## src/rtl/serial_adder_ctrl.sv

```systemverilog
// serial_adder_ctrl: bit-serial LSB-first adder around one full-adder cell with valid/ready handshakes.
// Define SERIAL_ADDER_SUB_EN to add a 'sub' port that computes op_a - op_b instead.
module serial_adder_ctrl #(
    parameter int WIDTH = 8
) (
    input  logic             clk,
    input  logic             rst,
    input  logic             in_valid,
    output logic             in_ready,
    input  logic [WIDTH-1:0] op_a,
    input  logic [WIDTH-1:0] op_b,
    input  logic             cin,
`ifdef SERIAL_ADDER_SUB_EN
    input  logic             sub,
`endif
    output logic             out_valid,
    input  logic             out_ready,
    output logic [WIDTH-1:0] sum,
    output logic             cout,
    output logic             busy
);
    localparam int CW = $clog2(WIDTH + 1);

    typedef enum logic [1:0] {IDLE, RUN, DONE} state_t;

    state_t           state_q, state_d;
    logic [WIDTH-1:0] a_sr_q, a_sr_d, b_sr_q, b_sr_d, sum_sr_q, sum_sr_d;
    logic [CW-1:0]    cnt_q, cnt_d;
    logic             carry_q, carry_d, out_valid_q, out_valid_d;
    logic             sub_en, load, last, fa_sum, fa_carry;

`ifdef SERIAL_ADDER_SUB_EN
    assign sub_en = sub;
`else
    assign sub_en = 1'b0;
`endif

    assign load     = state_q == IDLE && in_valid;
    assign last     = cnt_q == CW'(WIDTH - 1);
    assign fa_sum   = a_sr_q[0] ^ b_sr_q[0] ^ carry_q;
    assign fa_carry = (a_sr_q[0] & b_sr_q[0]) | (b_sr_q[0] & carry_q) | (carry_q & a_sr_q[0]);

    always_ff @(posedge clk or posedge rst) begin
        if (rst) state_q <= IDLE;
        else     state_q <= state_d;
    end

    always_comb begin
        state_d = state_q;
        case (state_q)
            IDLE:    state_d = in_valid ? RUN : IDLE;
            RUN:     state_d = last ? DONE : RUN;
            DONE:    state_d = out_ready ? IDLE : DONE;
            default: state_d = IDLE;
        endcase
    end

    always_comb begin
        in_ready = state_q == IDLE;
        busy     = state_q != IDLE;
    end

    // Subtraction is A + ~B + 1, so sub forces the initial carry high.
    always_comb begin
        a_sr_d   = a_sr_q;
        b_sr_d   = b_sr_q;
        sum_sr_d = sum_sr_q;
        carry_d  = carry_q;
        cnt_d    = cnt_q;
        if (load) begin
            a_sr_d  = op_a;
            b_sr_d  = sub_en ? ~op_b : op_b;
            carry_d = sub_en | cin;
            cnt_d   = '0;
        end else if (state_q == RUN) begin
            a_sr_d   = a_sr_q >> 1;
            b_sr_d   = b_sr_q >> 1;
            sum_sr_d = {fa_sum, sum_sr_q[WIDTH-1:1]};
            carry_d  = fa_carry;
            cnt_d    = cnt_q + CW'(1);
        end
        out_valid_d = state_d == DONE;
    end

    always_ff @(posedge clk or posedge rst) begin
        if (rst) begin
            a_sr_q      <= '0;
            b_sr_q      <= '0;
            sum_sr_q    <= '0;
            carry_q     <= 1'b0;
            cnt_q       <= '0;
            out_valid_q <= 1'b0;
        end else begin
            a_sr_q      <= a_sr_d;
            b_sr_q      <= b_sr_d;
            sum_sr_q    <= sum_sr_d;
            carry_q     <= carry_d;
            cnt_q       <= cnt_d;
            out_valid_q <= out_valid_d;
        end
    end

    assign out_valid = out_valid_q;
    assign sum       = sum_sr_q;
    assign cout      = carry_q;
endmodule

```

## config.mk

```make
export PLATFORM = sky130hd
export DESIGN_NAME = serial_adder_ctrl
export DESIGN_NICKNAME = d
export VERILOG_FILES = /design/src/rtl/serial_adder_ctrl.sv
export SDC_FILE = /design/constraint.sdc
export NUM_CORES = 1
export LEC_CHECK = 0
export ABC_AREA = 1
export ABC_CLOCK_PERIOD_IN_PS = 2900
export CELL_PAD_IN_SITES_DETAIL_PLACEMENT = 0
export CELL_PAD_IN_SITES_GLOBAL_PLACEMENT = 2
export CORE_MARGIN = 3
export CORE_UTILIZATION = 32
export CTS_BUF_LIST = sky130_fd_sc_hd__clkbuf_8
export CTS_CLUSTER_SIZE = 40
export DETAILED_ROUTE_END_ITERATION = 16
export PLACE_DENSITY = 0.95
export SYNTH_ARGS = -nofsm -noshare
export SYNTH_HDL_FRONTEND = slang
export SYNTH_SLANG_ARGS = --single-unit
```

## constraint.sdc

```tcl
create_clock -name clk -period 2.9 [get_ports clk]
set_clock_uncertainty 0.15 [all_clocks]
set_input_delay 0.435 -clock clk [delete_from_list [all_inputs] [get_ports clk]]
set_output_delay 0.435 -clock clk [all_outputs]
set_load 0.05 [all_outputs]
```

==> results.json <==
{
  "viasPerCell": 4.50,
  "clock_latency_ps": 280,
  "core_sq_mm": 0.00406,
  "cts_resized": 0,
  "tightest_slew_ps": 496,
  "grt_max_degree": 33,
  "power_density_mw_per_mm2": 1070,
  "power.leakage_nw": 0.896,
  "path_clk_slew_ps": 60,
  "cts-root-buf": "clkbuf_8",
  "crit_type": "flip-flop to output pin",
  "fp.dieArea_sq_mm": 0.00511,
  "first_global_vias": 1121,
  "period_minus_slack_ps": 2260,
  "synth_most_common_cell": "nand2_1",
  "antenna_found_initial": 0,
  "final-max-slew-violation-count": 0,
  "cts.sinks": 32,
  "num-fill-cells": 397,
  "synth_cells": 162,
  "diodes": 0,
  "dr_total_vias": 1111,
  "h-tree-depth": 2,
  "seq_area_frac_synth_pct": 58.3,
  "finalSetupViolCount": 0,
  "path_max_fanout": 5,
  "io_pins": 33,
  "cts-buffers-inserted": 5,
  "gp_congestion": 0.732,
  "fmax_ghz": 0.442,
  "yosys-top-cells-area": "dfrtp_1 (58%), nand2_1 (23%), nand3_1 (5.8%)",
  "dp_hpwl_mm": 1.92,
  "drc": 0,
  "cts_tree": "yes",
  "ys.flop_type": "dfrtp_1",
  "slew_headroom_pct": 66.8,
  "rsz0062_at_grt": "false",
  "post-cts-setup-buffers": 0,
  "yosysUniqueCellTypes": 16,
  "cap_viol_max_count": 0,
  "drive_gt1_share_pct": 6.60,
  "initial_core_util_pct": 33.8,
  "hold_path_class": "flip-flop to flip-flop",
  "synth_top_area_share_pct": 58.3,
  "ant_nets": 0,
  "multiInputGateArea_sq_um": 500,
  "stdcell_count": 247,
  "synth_edf_count": 0,
  "first_pass_iters": 4,
  "drtIter0Drc": 58,
  "cts_buffer_depth": 2,
  "synth_top_area_cell": "dfrtp_1",
  "grt_first_pass_wirelength_mm": 5.13,
  "crit_path_start_kind": "flip-flop",
  "num_rows": 23,
  "wire_per_inst_microns": 11.3,
  "worstSetupEndpointType": "output pin",
  "io_buffer_count": 32,
  "overflow": 0,
  "irDropWorstVdd_v": 0.000336,
  "finalCritPeriodShare_pct": 78.0,
  "async_flop_share_pct": 100,
  "hold_viol": 0,
  "fin_ws_ps": 638,
  "pre_cts_slack_ps": 929,
  "dp.cells": 240,
  "fin_setup_tns_ps": 0,
  "fp.dieH_microns": 71.5,
  "crit_required_ps": 2320,
  "synth_fp_nets": 185,
  "hold_buffers": 0,
  "area_growth_pct": 33.0,
  "cp.arrival_ps": 1680,
  "regArea_sq_um": 801,
  "synth_area_per_cell_sq_um": 8.47,
  "ys_seq_elements": 32,
  "yosysWarnings": 0,
  "status": "finished clean",
  "synth_area_sq_mm": 0.00137,
  "wl_mm": 2.80,
  "fin_nets": 220,
  "dieWidth_microns": 71.5,
  "fin_util_pct": 45.0,
  "track_usage_pct": 12.8,
  "ys_top_cells_by_count": "nand2_1 (85), dfrtp_1 (32), nand3_1 (16), inv_1 (6)"
}
## power breakdown
group	total [W]	switching (W)	internal, W
Combinational	0.000849	0.000563	0.000286
Clock	0.000360	0.000149	0.000211
Sequential	0.000737	0.000114	0.000623
## routing by layer
metal  global-route usage (%)  vias up  wire length (microns)
met5                        0        -                      0
met2                     19.5       33                   1260
met3                     4.07        2                    206
li1                         -      571                      -
met1                     16.6      505                   1330
met4                     6.26        0                      4
## final cells by class
cell class,count,share of cell area (%)
Sequential cell,32,43.9
Multi-Input combinational cell,116,27.4
Timing Repair Buffer,34,18.4
Clock buffer,7,5.28
Tap cell,50,3.43
Inverter,8,1.64
## cells in the final DEF, fill, tap and decap left out, drive strengths merged
cell type | Yosys | layout
o21ai | 6 | 6
o31ai | 2 | 2
nor2 | 4 | 4
inv | 8 | 8
ha | 1 | 1
clkdlybuf4s50 | 0 | 32
buf | 6 | 2
clkbuf | 0 | 7
fa | 1 | 1
nand2 | 86 | 86
dfrtp | 32 | 32
nand3 | 16 | 16
## worst paths after layout
| kind | from | end | slack (ps) | cells past startpoint |
|---|---|---|---|---|
| max reg2reg | state_q[1] | cnt_q[3] | 1210 | 6 |
| max | state_q[0] | in_ready | 640 | 2 |
| min in group asynchronous | rst | sum[5] | 390 | 3 |
| min | a_sr_q[1] | a_sr_q[0] | 340 | 2 |
| min reg2reg | a_sr_q[1] | a_sr_q[0] | 340 | 2 |
| max in group asynchronous | rst | cnt_q[2] | 1920 | 3 |
## critical path, cell delays in order, from the launching register on
cell	delay, ps
dfrtp_1	420
nor2_2	160
clkdlybuf4s50_1	820
## registers in the layout (all words and copies together), names as in the netlist
register,cells
a_sr_q,8
b_sr_q,8
sum,8
cnt_q,4
state_q,2
cout,1
out_valid,1
## logic make-up (layout without fill, tap and decap cells)
family,Yosys count,in the layout,share of synthesized area (%)
DFF,32,32,58.3
buffers and inverters,14,49,5.20
and+or+nand+nor,106,106,30.8
adders and majority gates,2,2,2.37
AOI/OAI and AO/OA,8,8,3.28
## through the flow
| stage | power (W) | area (sq um) | hold slack, ps |
|---|---|---|---|
| 2_1_floorplan | 0.00136 | 1370 | 299 |
| 3_3_place_gp | 0.00158 | 1730 | 311 |
| 3_5_place_dp | 0.00161 | 1730 | 327 |
| 4_1_cts | 0.00198 | 1830 | 341 |
| 5_1_grt | 0.00212 | 1830 | 371 |
| 6_report | 0.00195 | 1830 | 336 |
Power figures use the tool's default switching activity.
==> RTL edit 1: new RTL, same flow settings <==
Re-encode `state_t` (3 states) as one-hot, 3 bits wide.
--- a/src/rtl/serial_adder_ctrl.sv
+++ b/src/rtl/serial_adder_ctrl.sv
@@ -21,7 +21,7 @@
 );
     localparam int CW = $clog2(WIDTH + 1);
 
-    typedef enum logic [1:0] {IDLE, RUN, DONE} state_t;
+    typedef enum logic [2:0] {IDLE = 3'b001, RUN = 3'b010, DONE = 3'b100} state_t;
 
     state_t           state_q, state_d;
     logic [WIDTH-1:0] a_sr_q, a_sr_d, b_sr_q, b_sr_d, sum_sr_q, sum_sr_d;
Function: same outputs for any inputs over 10 cycles, from zero or initial values and one cycle with rst high; not proved beyond that.
==> RTL edit 1 against the original RTL <==
Final cell count rose by 3.6%. Wire length rose by 9.7%. Total power rose by 5.5%. First-iteration DRC count rose by 55%. Sequential cell count rose by 1. Setup slack got worse by 150 ps. Via count rose by 8.5%. Synthesized area rose by 8.9%. Critical path type unchanged. Highest routed layer unchanged. Count of clock-buffer cells in the layout did not move. Final area rose by 6.9%.
==> RTL edit 1: results (changes against the original RTL) <==
H-tree depth=2 (unchanged); Hold Path Class=register to register; vias per inst=4.71 (+4.6%); critical path fanouts, max=4 (-1); Clock Path Buffers=2 (unchanged); DR pass1 iterations=4 (unchanged); Synth Flop Type=dfrtp_1; Mapped Nets=193 (+4.3%); PortBufs=32 (unchanged); top-count cell post-synth=nand2_1; Synth Area in Compound Gates=1.51% (-1.8 points); TritonCTS Buffers=5 (unchanged); Synth area leaders=dfrtp_1 (54%), nand2_1 (16%), nand3_1 (14%); ANT nets after route=0 (unchanged); outcome=completed; Post-Synth Adder-Cell Area=2.18% (-0.19 points); # diodes=0 (unchanged); first-pass GRT wire length=5460 um (+6.6%); Setup Fix Bufs, Post-CTS=0 (unchanged); Final nets=226 (+2.7%); hpwl dp=2000 um (+4.0%); final WL=3070 um (+9.7%); xor/xnor share of the synthesized area=1.17% (+1.2 points); Initial DRC Count=90 (+55%); Post-synth ARST share=100% (unchanged); Pint=1.18 mW (+5.5%); Final Non-Filler Cells=256 (+3.6%); VDD IR-drop max=422 uV (+25%); initial antenna violation count=0 (unchanged); share of layout cells above drive strength 1=8.82% (+2.2 points); Critical Path Start=state_q[0]$_DFF_PP1_; Hold Path Origin=sum[0]$_DFFE_PP0P_; Total GRT Usage=13.1% (+0.24 points); Cell variety after synth=18 (+2); clock slew at reported path FFs=60 ps (about the same); Gate Count Post-Synth=170 (+4.9%); DP Worst Slack=778 ps (-151 ps); Final WS setup=490 ps (-148 ps); reg-to-reg slack, setup=1140 ps (-70 ps); Arr. time, crit path=1820 ps (+140 ps); largest net degree at the start of global routing=34 (+3.0%); P_leak=0.936 nW (+4.5%); Seq/Total Area, Yosys=55.3% (-3.0 points); number of global-route vias before repair=1166 (+4.0%); Synth warnings=0 (unchanged); worst r2r src=state_q[2]$_DFF_PP0_; Synth top cells by count=nand2_1 (63), nand3_1 (42), dfrtp_1 (32); post-cts resize count=0 (unchanged); mux share of post-synthesis cell area=0% (unchanged); Routability Congestion=0.771 (+5.3%); worst skew pair latency=280 ps (about the same); Placed Cells incl. Taps=248 (+3.3%); WHS=330 ps (-6.44 ps); max_slew headroom=66.2% (-0.56 points); clk root buf=clkbuf_8
-- RTL edit 1: power groups by stage --
| stage | logic [mW] | registers [mW] | clock network, mW |
|---|---|---|---|
| global route | 1.00 | 0.803 | 0.413 |
| detailed placement | 0.921 | 0.787 | 0 |
| finish | 0.902 | 0.779 | 0.370 |
| global placement | 0.912 | 0.786 | 0 |
| floorplan | 0.494 | 0.945 | 0 |
| CTS | 0.924 | 0.780 | 0.386 |
-- RTL edit 1: cells by family (layout without fill, tap and decap cells) --
logic type	Yosys count	after routing
flops	33	33
compound gates	4	4
buf+inv	17	51
simple gates	112	112
xor+xnor	2	2
fa+ha+maj	2	2
-- RTL edit 1: per-stage QoR --
step	area, um^2	power [mW]
floorplan	1500	1.44
global placement	1850	1.70
detailed placement	1850	1.71
CTS	1950	2.09
global route	1950	2.22
finish	1950	2.05
-- RTL edit 1: cell type report --
class	instances	area [um^2]
fillers	448	2490
flip-flops and latches	33	827
multi-input cells	120	588
repair buffers	34	335
clock buffers	7	96.3
well taps	52	65.1
inverters	9	33.8
clock inverters	1	5.00
-- RTL edit 1: worst max-delay path, stage by stage, from the launching register on --
cell and delay [ps]:
dfstp_2 570, nand3_4 100, inv_1 80, clkdlybuf4s50_1 800
-- RTL edit 1: per-layer routing --
metal | up-vias | part of all wire, % | global-route usage [%] | routed length [um]
met5 | - | 0 | 0 | 0
met1 | 546 | 49 | 17.1 | 1500
met4 | 0 | 1.9 | 5.34 | 59
met3 | 5 | 4.4 | 4.73 | 135
li1 | 621 | - | - | -
met2 | 33 | 45 | 19.8 | 1370
-- RTL edit 1: final timing paths --
path / end / cells past startpoint
max reg2reg: a_sr_q[2]$_DFFE_PP0P_ / 5
min reg2reg: sum[0]$_DFFE_PP0P_ / 2
min: sum[0]$_DFFE_PP0P_ / 2
max in group asynchronous: state_q[0]$_DFF_PP1_ / 3
max: in_ready / 3
min in group asynchronous: sum[3]$_DFFE_PP0P_ / 3
==> RTL edit 2: new RTL, same settings <==
Without the edit above. Add a define of `SERIAL_ADDER_SUB_EN`.
--- a/src/rtl/serial_adder_ctrl.sv
+++ b/src/rtl/serial_adder_ctrl.sv
@@ -1,5 +1,7 @@
 // serial_adder_ctrl: bit-serial LSB-first adder around one full-adder cell with valid/ready handshakes.
 // Define SERIAL_ADDER_SUB_EN to add a 'sub' port that computes op_a - op_b instead.
+`define SERIAL_ADDER_SUB_EN
+
 module serial_adder_ctrl #(
     parameter int WIDTH = 8
 ) (
Interface: changed (added sub); port bits go from 33 to 34. No check against the original RTL was run, so the function may have changed too.
==> RTL edit 2 against the original RTL <==
Critical path depth unchanged. Setup slack worse by 43 ps. Clock power fell by 5%. Synthesized area up 13%. Largest power group unchanged. Sequential cell count is the same. Wire length grew 11%. Maximum frequency decreased by 1.9%. Utilization shrank 0.38 points. Final area grew 10%. Total power increased by 2.1%.
==> RTL edit 2: results (changes against the original RTL) <==
outcome=completed; Setup crit end=in_ready; Setup Fix Bufs, Post-CTS=0 (unchanged); worst slew pin tran=738 ps (+242 ps); fillers=475 (+20%); WS Path Type=register to output pin; Pint=1.13 mW (+1.3%); Total GRT Usage=12.6% (-0.29 points); number of global-route vias before repair=1234 (+10%); clock buffers=6 (-1); clk cell area share=4.48% (-0.79 points); Seq/Total Area, Yosys=51.7% (-6.6 points); Mapped Area=1550 um^2 (+13%); vias per inst=4.48 (-0.41%); Synth Area in Compound Gates=3.88% (+0.60 points); critical path fanouts, max=5 (unchanged); # diodes=0 (unchanged); GR Layer Usage met3=2.77% (-1.3 points); PortBufs=33 (+3.1%); largest net degree at the start of global routing=33 (unchanged); reg-to-reg slack, setup=1060 ps (-150 ps); xor/xnor share of the synthesized area=0.566% (+0.57 points); final WL=3100 um (+11%); multi-input gates=145 (+25%); Cell variety after synth=21 (+5); Non-clock buffer share=17.6% (-0.81 points); TritonCTS Buffers=5 (unchanged); Mapped Nets=225 (+22%); Arr. time, crit path=1720 ps (+40 ps); Non-clk bufs=36 (+5.9%); Clock Path Buffers=2 (unchanged); VDD IR-drop max=329 uV (-2.3%); H-tree depth=2 (unchanged); Synth top cells by count=nand2_1 (108), dfrtp_1 (32), inv_1 (14); Slowest-stage cell, CP=clkdlybuf4s50_1; first-pass GRT wire length=5430 um (+5.9%); fraction of area in registers=39.9% (-4.0 points); Crit path max-delay family=buffers and inverters; Routability Congestion=0.729 (-0.41%); clk root buf=clkbuf_8; P_leak=1.05 nW (+17%); Post-Synth Adder-Cell Area=2.10% (-0.27 points); Finished Cell Area=2010 um^2 (+10%); top cell category=sequential cells; GR Util met1=15.4% (-1.2 points); worst r2r src=state_q[0]$_DFF_PP0_; DP Worst Slack=891 ps (-38.5 ps); Initial DRC Count=67 (+16%); DP Area=1920 um^2 (+11%); Global Route met2 Usage=21.0% (+1.5 points); inverters=17 (+9); R2R depth=7 (+1); multi-input combinational area share=31.7% (+4.3 points); minimum clock period=2300 ps (+43.0 ps); Hold Path Origin=sum[0]$_DFFE_PP0P_; Final nets=261 (+19%); hpwl dp=2140 um (+12%); share of layout cells above drive strength 1=7.56% (+0.96 points); R2R Path End=b_sr_q[4]$_DFFE_PP0P_; Synth area leaders=dfrtp_1 (52%), nand2_1 (26%), nand3_1 (3.6%)
RTL edit 2: cell count changes in the layout (fill, tap and decap cells not counted), sizes merged:
cell | unedited run | this run
a21oi | 0 | 1
buf | 2 | 3
clkbuf | 7 | 6
clkdlybuf4s50 | 32 | 33
inv | 8 | 19
nand2 | 86 | 112
nand3 | 16 | 11
nand4 | 0 | 2
nor2 | 4 | 6
o21ai | 6 | 8
xnor2 | 0 | 1
RTL edit 2: kinds of logic (layout without fill, tap and decap cells):
group	after synthesis	count (layout)
buf+inv	24	61
fa+ha+maj	2	2
simple gates	131	131
flops	32	32
xor+xnor	1	1
compound gates	11	11
RTL edit 2: metrics by stage:
stage	hold slack, ps	instances
after global routing	359	290
after CTS	323	290
after detailed placement	307	282
final	318	290
after global placement	305	282
after floorplan	299	201
RTL edit 2: per-layer routing:
layer	wire length, um	share of wire (%)	vias up
met1	1510	49	578
met3	130	4.2	7
met4	58	1.9	0
met5	0	0	-
met2	1400	45	29
li1	-	-	685
RTL edit 2: power groups by stage:
stage | Combinational, mW | Clock, mW | Sequential (mW)
final | 0.892 | 0.342 | 0.753
after CTS | 0.909 | 0.351 | 0.755
after global routing | 1.01 | 0.373 | 0.779
after detailed placement | 0.908 | 0 | 0.760
after floorplan | 0.469 | 0 | 0.942
after global placement | 0.897 | 0 | 0.757
RTL edit 2: how the worst min path moves through the flow:
stage	end	slack [ps]	cells after the start
after floorplan	a_sr_q[7]$_DFFE_PP0P_	300	2
after global placement	sum[0]$_DFFE_PP0P_	300	2
after detailed placement	sum[0]$_DFFE_PP0P_	310	2
after CTS	sum[0]$_DFFE_PP0P_	320	2
after global routing	a_sr_q[2]$_DFFE_PP0P_	360	2
final	sum[0]$_DFFE_PP0P_	320	2
